**src/rtl/qsys_serial_arbiter.sv**
```systemverilog
// ============================================================================
// qsys_serial_arbiter : two-port Avalon-MM front end sharing one serial link
// Revision: 1.0
// ============================================================================
`default_nettype none

module qsys_serial_arbiter #(
    parameter int          TIMEOUT  = 1024,
    parameter logic [31:0] ERR_DATA = 32'hDEAD_BEEF
) (
    input  logic        rsi_MRST_reset,
    input  logic        csi_MCLK_clk,
    input  logic [7:0]  avs_a_address,
    input  logic [31:0] avs_a_writedata,
    input  logic        avs_a_write,
    input  logic        avs_a_read,
    output logic [31:0] avs_a_readdata,
    output logic        avs_a_waitrequest,
    input  logic [7:0]  avs_b_address,
    input  logic [31:0] avs_b_writedata,
    input  logic        avs_b_write,
    input  logic        avs_b_read,
    output logic [31:0] avs_b_readdata,
    output logic        avs_b_waitrequest,
    output logic        sdo,
    output logic        sle,
    input  logic        sdi,
    output logic        clk,
    input  logic        srdy,
    output logic        timeout_pulse
);

    typedef enum logic [2:0] {
        S_IDLE     = 3'd0,
        S_LOAD     = 3'd1,
        S_SHIFT    = 3'd2,
        S_WAIT_RDY = 3'd3,
        S_RECV     = 3'd4,
        S_DONE     = 3'd5
    } state_t;

    localparam logic        c_PORT_A     = 1'b0;
    localparam logic        c_PORT_B     = 1'b1;
    localparam logic [15:0] c_TIMER_LAST = 16'(TIMEOUT - 1);
    localparam logic [6:0]  c_LAST_BIT   = 7'd64;
    localparam logic [4:0]  c_LAST_RX    = 5'd31;

    state_t      r_state;
    logic        r_grant;
    logic        r_last_grant;
    logic        r_rw;
    logic [63:0] r_frame;
    logic [6:0]  r_bit_cnt;
    logic [15:0] r_timer;
    logic [4:0]  r_rx_cnt;
    logic [30:0] r_shift_in;
    logic        r_sdo;
    logic        r_sle;
    logic        r_to_pulse;
    logic [31:0] r_rdata_a;
    logic [31:0] r_rdata_b;

    logic        w_req_a;
    logic        w_req_b;
    logic        w_grant_next;
    logic [7:0]  w_sel_addr;
    logic [31:0] w_sel_data;
    logic        w_sel_wr;
    logic [64:0] w_frame;
    logic [31:0] w_shift_next;

    // A simultaneous read+write is treated as a write.
    assign w_req_a = avs_a_read | avs_a_write;
    assign w_req_b = avs_b_read | avs_b_write;

    // On a tie, the port that did not win last time goes first.
    assign w_grant_next = (w_req_a & w_req_b) ? ~r_last_grant : w_req_b;

    assign w_sel_addr   = (r_grant == c_PORT_B) ? avs_b_address   : avs_a_address;
    assign w_sel_data   = (r_grant == c_PORT_B) ? avs_b_writedata : avs_a_writedata;
    assign w_sel_wr     = (r_grant == c_PORT_B) ? avs_b_write     : avs_a_write;
    assign w_frame      = {w_sel_wr, 24'd0, w_sel_addr, (w_sel_wr ? w_sel_data : 32'd0)};
    assign w_shift_next = {r_shift_in, sdi};

    assign avs_a_waitrequest = w_req_a & ~((r_state == S_DONE) & (r_grant == c_PORT_A));
    assign avs_b_waitrequest = w_req_b & ~((r_state == S_DONE) & (r_grant == c_PORT_B));

    assign avs_a_readdata = r_rdata_a;
    assign avs_b_readdata = r_rdata_b;
    assign sdo            = r_sdo;
    assign sle            = r_sle;
    assign timeout_pulse  = r_to_pulse;
    assign clk            = csi_MCLK_clk;

    always_ff @(posedge csi_MCLK_clk or posedge rsi_MRST_reset) begin
        if (rsi_MRST_reset) begin
            r_state      <= S_IDLE;
            r_grant      <= c_PORT_A;
            r_last_grant <= c_PORT_B;
            r_rw         <= 1'b0;
            r_frame      <= '0;
            r_bit_cnt    <= '0;
            r_timer      <= '0;
            r_rx_cnt     <= '0;
            r_shift_in   <= '0;
            r_sdo        <= 1'b0;
            r_sle        <= 1'b0;
            r_to_pulse   <= 1'b0;
            r_rdata_a    <= '0;
            r_rdata_b    <= '0;
        end else begin
            r_to_pulse <= 1'b0;
            case (r_state)
                S_IDLE: begin
                    if (w_req_a | w_req_b) begin
                        r_grant <= w_grant_next;
                        r_state <= S_LOAD;
                    end
                end
                S_LOAD: begin
                    // Bit 64 goes straight to sdo; the rest is held for shifting.
                    r_rw      <= w_sel_wr;
                    r_frame   <= w_frame[63:0];
                    r_sdo     <= w_frame[64];
                    r_sle     <= 1'b1;
                    r_bit_cnt <= '0;
                    r_state   <= S_SHIFT;
                end
                S_SHIFT: begin
                    if (r_bit_cnt == c_LAST_BIT) begin
                        r_sle   <= 1'b0;
                        r_sdo   <= 1'b0;
                        r_timer <= '0;
                        r_state <= S_WAIT_RDY;
                    end else begin
                        r_bit_cnt <= r_bit_cnt + 7'd1;
                        r_sdo     <= r_frame[63];
                        r_frame   <= {r_frame[62:0], 1'b0};
                    end
                end
                S_WAIT_RDY: begin
                    if (srdy) begin
                        r_rx_cnt <= '0;
                        r_state  <= r_rw ? S_DONE : S_RECV;
                    end else if (r_timer == c_TIMER_LAST) begin
                        r_to_pulse <= 1'b1;
                        if (r_grant == c_PORT_B) r_rdata_b <= ERR_DATA;
                        else                     r_rdata_a <= ERR_DATA;
                        r_state <= S_DONE;
                    end else begin
                        r_timer <= r_timer + 16'd1;
                    end
                end
                S_RECV: begin
                    r_shift_in <= w_shift_next[30:0];
                    r_rx_cnt   <= r_rx_cnt + 5'd1;
                    // Readdata is loaded on entry to DONE so it is valid while waitrequest is low.
                    if (r_rx_cnt == c_LAST_RX) begin
                        if (r_grant == c_PORT_B) r_rdata_b <= w_shift_next;
                        else                     r_rdata_a <= w_shift_next;
                        r_state <= S_DONE;
                    end
                end
                S_DONE: begin
                    r_last_grant <= r_grant;
                    r_state      <= S_IDLE;
                end
                default: r_state <= S_IDLE;
            endcase
        end
    end

endmodule

`default_nettype wire

```
**config.mk**
```make
export PLATFORM = sky130hd
export DESIGN_NAME = qsys_serial_arbiter
export DESIGN_NICKNAME = d
export VERILOG_FILES = /design/src/rtl/qsys_serial_arbiter.sv
export SDC_FILE = /design/constraint.sdc
export NUM_CORES = 1
export LEC_CHECK = 0
export CAP_MARGIN = 20
export CORE_UTILIZATION = 48
export DETAILED_ROUTE_END_ITERATION = 6
export PLACE_DENSITY = 0.76
export SYNTH_ARGS = -nofsm -noshare
export SYNTH_HDL_FRONTEND = slang
export SYNTH_SLANG_ARGS = --single-unit
```
**constraint.sdc**
```tcl
create_clock -name csi_MCLK_clk -period 6.15 [get_ports csi_MCLK_clk]
set_input_delay 0.9225 -clock csi_MCLK_clk [delete_from_list [all_inputs] [get_ports csi_MCLK_clk]]
set_output_delay 0.9225 -clock csi_MCLK_clk [all_outputs]
set_load 0.005 [all_outputs]
```
==> metrics, run 1 <==
Setup WS pre-CTS=1.74 ns; Synth Instances=842; status=completed; Synth Register Bits=196; fillers=1,461; DRT Wirelength=19,700 um; Slew @ Worst Pin=1.09 ns; Final Max Tran Viols=0; Ports=158; setup_tns=0 ns; HPWL reported at the end of detailed placement=12,800 um; startpoint types=clock port; most frequent cells after synthesis=dfrtp_1, nand2_1, mux2_2, a21oi_1, clkbuf_1; final clock skew=0.0123 ns; DR iter-0 viols=521; vias in the first global route=6,576; asr flop ratio synth=100%; reg-to-reg setup timing slack=3.03 ns; Layout Nets=1,067; CTS resizes=0; IO buf count=157; critical path's top delay family=buffers and inverters; leakage power=5.33 nW; post-CTS setup buffers=0; vias=6,811; synthesized area=9110 sq um; worst rel slew slack=27.6%; crit path capture type=output pin; CP Buf/Inv Count=3; largest family of logic cells by synthesized area=simple AND/OR/NAND/NOR gates; worst hold slack=0.476 ns; endpoints failing setup=0; Synth top area share=53.5%; Core Region=18,600 sq um; PnR worst setup slack=1.48 ns; count leader, synth=dfrtp_1; CTS tree=built; Initial Util=48.9%; synth unique cells=57; simple-gate share of the synthesized area=15.3%; Synth area leaders=dfrtp_1, mux2_2, nand2_1; Synth Flop Type=dfrtp_1; max-cap viol count=0; grt ovf=0; CP dominant cell by count=clkbuf_16; Seq/Total Area, Yosys=53.8%; multiplexer share of the synthesized area=12.5%; number of remaining DRC errors=0; yosys warns=0; Finished Core Util=61.8%; VDD IR max=0.000226 V; Total Routing Usage GR=20.8%; P per Cell Area=399 nW/um^2; initial antenna violation count=0; cell chain of the critical path=clkbuf_16 > clkbuf_16 > clkdlybuf4s50_1; clk_lat worst skew=0.54 ns; RSZ-0062 raised after global routing=false; Worst EP arrival=3.75 ns; Mapped Nets=935; Final Total Pwr=4.59 mW; clock-pin slew on the worst setup and hold paths=0.07 ns; DRT Pass-1 Iters=5; Mapped Avg Cell Area=10.8 sq um; largest net degree at the start of global routing=197; CP max stage cell=clkdlybuf4s50_1; Wirelength per Cell=16.2 um; Hold Buf Count CTS=0; ANT nets after route=0; Worst path max stage delay=0.43 ns; die area=19,500 sq um; number of synthesized flops with an enable pin=0; Die Wd=140 um; Die Y=140 um; Post-Synth Adder-Cell Area=0.687%; critical setup path kind=clock port to output pin; P&R area growth vs syn=26.3%; Std-Cell Rows=50; Crit Path Max Fanout=2; Critical Path RT=5.23 ns; xor and xnor area share after synthesis=0.192%; layout cells sized above 1=14.6%; hold violation count in the final report=0; first-pass GRT wire length=32,700 um; fraction of the mapped netlist area in compound gates=13.7%; gp weighted congestion=0.805; Hold Crit Class=flip-flop to flip-flop; via/cell ratio=5.58; antenna cells=0; dominant cell type by area after synthesis=dfrtp_1
-- metal layers --
metal | share of wire [%] | global-route usage (%)
met1 | 46 | 29.0
met2 | 48 | 32.5
met3 | 4.8 | 4.30
met4 | 1.4 | 7.11
met5 | 0 | 0
-- stage by stage --
step	std cells	area (sq um)
global route	1221	11500
floorplan	842	9120
CTS	1220	11500
detailed placement	1185	10800
global placement	1185	10800
finish	1221	11500
-- worst paths after layout --
check / cells past startpoint / start / end
hold / removal: 2 / r_shift_in[28] / r_shift_in[28]
setup reg to reg: 6 / r_state[2] / avs_a_readdata[31]
setup / recovery: 3 / csi_MCLK_clk / clk
max in group asynchronous: 3 / rsi_MRST_reset / r_grant
min in group asynchronous: 3 / rsi_MRST_reset / avs_b_readdata[3]
hold reg to reg: 2 / r_shift_in[28] / r_shift_in[28]
-- logic make-up (layout without fill, tap and decap cells) --
logic type                 count (synthesis)  count (layout)
muxes                                     96              96
and+or+nand+nor                          286             286
DFF                                      196             196
adders and majority gates                  5               5
xor gates and xnor gates                   2               2
buffers and inverters                     74             219
AOI/OAI and AO/OA                        183             183
-- sequential cells by signal (all words and copies together), names as in the netlist, 3 cells and up --
name	flops
r_rx_cnt	5
r_state	3
r_shift_in	31
avs_b_readdata	32
r_bit_cnt	7
r_timer	16
avs_a_readdata	32
r_frame	64
-- report_power, final --
group / switching, mW / internal (mW)
clock network: 0.544 / 0.699
registers: 0.241 / 1.60
logic: 0.826 / 0.676
total: 1.61 / 2.98
-- tightest hold or removal path, delay by kind of cell, from the launching register on --
kind             cells  cell delay [ns]
DFF                  1             0.34
and+or+nand+nor      2             0.10
-- cell usage in the layout (no fill, tap or decap), types with 4 or more instances in the layout --
cell type,count
a22oi_1,31
nand2b_1,27
or4_1,6
buf_4,9
and3_1,5
ha_1,5
o22ai_1,11
nand4_1,5
clkdlybuf4s50_1,157
dfrtp_1,194
nor4_1,5
inv_8,4
a21oi_1,46
nand2_1,127
mux2_2,57
o211ai_1,12
nand3_1,25
o21a_1,7
a22o_1,23
o21ai_0,28
clkbuf_16,20
nor3_1,34
nor2_1,33
inv_6,7
a21o_1,9
inv_1,15
a31oi_1,5
mux2i_1,17
mux2_4,22
-- final cells by class --
type / instances / area [sq um] / share of cell area [%]
Multi-Input combinational cell: 572 / 3880 / 33.7
Sequential cell: 196 / 4910 / 42.6
Inverter: 16 / 63.8 / 0.554
Tap cell: 234 / 293 / 2.54
Clock buffer: 23 / 538 / 4.67
Clock inverter: 13 / 153 / 1.33
Timing Repair Buffer: 167 / 1680 / 14.6
(Power assumes the default switching activity.)
==> run 2: changes to the inputs <==
- CORE_UTILIZATION: 48 -> 53
- PLACE_DENSITY: 0.76 -> 0.8
- clock period: 6.15 -> 4.7 ns (I/O delays scaled with it)
==> run 2 against run 1 <==
- total power rose by 29%
- sequential cell count did not move
- clock skew fell by 0.0026 ns
- largest power group unchanged
- routed wire length rose by 3.9%
- final cell count fell by 0.98%
- highest routed layer unchanged
- die area fell by 9.3%
- first-iteration DRC count rose by 5.2%
- register-to-register slack got worse by 1.4 ns
- sequential power rose by 33%
==> metrics, run 2 (same netlist as run 1, synthesis figures left out) <==
final instance area=11,500 sq um; IO buf count=157; initial antenna violation count=0; Slew @ Worst Pin=0.794 ns; DRT Pass-1 Iters=4; Worst path max stage delay=0.43 ns; P per Cell Area=516 nW/um^2; Final Total Pwr=5.94 mW; VDD IR max=0.000337 V; largest net degree at the start of global routing=83; Critical Path RT=3.99 ns; flip-flop and latch area=4910 sq um; worst rel slew slack=47.1%; die area=17,700 sq um; gp weighted congestion=0.775; cell chain of the critical path=clkbuf_16 > clkbuf_16 > clkdlybuf4s50_1; clock-pin slew on the worst setup and hold paths=0.07 ns; area occupied by multi-input gates=3890 sq um; Hold Buf Count CTS=0; status=completed; ANT nets after route=0; final clock skew=0.00975 ns; critical path's top delay family=buffers and inverters; crit path capture type=output pin; critical setup path kind=clock port to output pin; via/cell ratio=5.75; leakage power=5.32 nW; max FFs per register=64; Initial Util=54.6%; startpoint types=clock port; Layout Nets=1,069; Top reg by flops=r_frame; Die Y=133 um; Std-Cell Rows=47; Worst EP arrival=3.04 ns; worst hold slack=0.477 ns; DR iter-0 viols=548; fillers=1,262; CTS tree=built; hold violation count in the final report=0; clk_lat worst skew=0.54 ns; CP Buf/Inv Count=3; CTS resizes=0; commonest non-fill, non-tap cell in the layout=dfrtp_1; grt ovf=0; Final Max Tran Viols=0; CP dominant cell by count=clkbuf_16; vias=6,947; P&R area growth vs syn=26.3%; Ports=158; number of remaining DRC errors=0; DRT Wirelength=20,500 um; placed cell areas=10,800 sq um; HPWL reported at the end of detailed placement=13,100 um; Die Wd=133 um; layout cells sized above 1=14.9%; CP max stage cell=clkdlybuf4s50_1; max-cap viol count=0; endpoints failing setup=0; post-CTS setup buffers=0; Wirelength per Cell=16.9 um; Total Routing Usage GR=24.4%; most frequent cells in the layout=dfrtp_1, clkdlybuf4s50_1, nand2_1; Hold Crit Class=flip-flop to flip-flop; setup_tns=0 ns; vias in the first global route=6,873; antenna cells=0; first-pass GRT wire length=34,300 um; RSZ-0062 raised after global routing=false; Core Region=16,700 sq um; Crit Path Max Fanout=2
-- run 2: changes by cell type in the layout (fill, tap and decap cells not counted), sizes merged --
cell	before	now
bufinv	1	0
clkinvlp	1	3
clkbuf	22	21
inv	26	23
clkinv	1	4
buf	11	13
-- run 2: where the power goes --
| part | internal [mW] | switching (mW) |
|---|---|---|
| clock network | 0.829 | 0.720 |
| registers | 2.10 | 0.351 |
| logic | 0.877 | 1.06 |
-- run 2: metrics by stage --
step | setup slack, ns | instances | util (%)
finish | 0.959 | 1209 | 68.9
global route | 0.943 | 1209 | 68.9
CTS | 0.955 | 1207 | 68.7
detailed placement | 1.18 | 1172 | 64.9
global placement | 1.23 | 1171 | 64.8
floorplan | 1.46 | 842 | -
-- run 2: path summary, 6_finish.rpt --
check | startpoint | end | slack, ns | cells past startpoint
min in group asynchronous | rsi_MRST_reset | r_frame[14] | 0.54 | 2
hold / removal | r_rx_cnt[3] | r_rx_cnt[3] | 0.48 | 1
hold reg to reg | r_rx_cnt[3] | r_rx_cnt[3] | 0.48 | 1
setup / recovery | csi_MCLK_clk | clk | 0.96 | 3
max in group asynchronous | rsi_MRST_reset | avs_b_readdata[17] | 3.18 | 4
setup reg to reg | r_state[2] | avs_a_readdata[1] | 1.59 | 6
-- run 2: layout make-up --
type | count | share of cell area, %
clock buffer | 22 | 4.47
multi-input combinational | 572 | 33.8
inverter | 16 | 0.554
timing repair buffer | 169 | 15.0
tap | 220 | 2.39
sequential | 196 | 42.6
clock inverter | 14 | 1.20
-- run 2: metal layers --
metal	global-route usage (%)	up-vias	part of all wire [%]
met1	33.2	3477	45
li1	-	3267	-
met5	0	-	0
met2	38.6	177	49
met4	7.70	0	1.4
met3	6.05	26	4.6
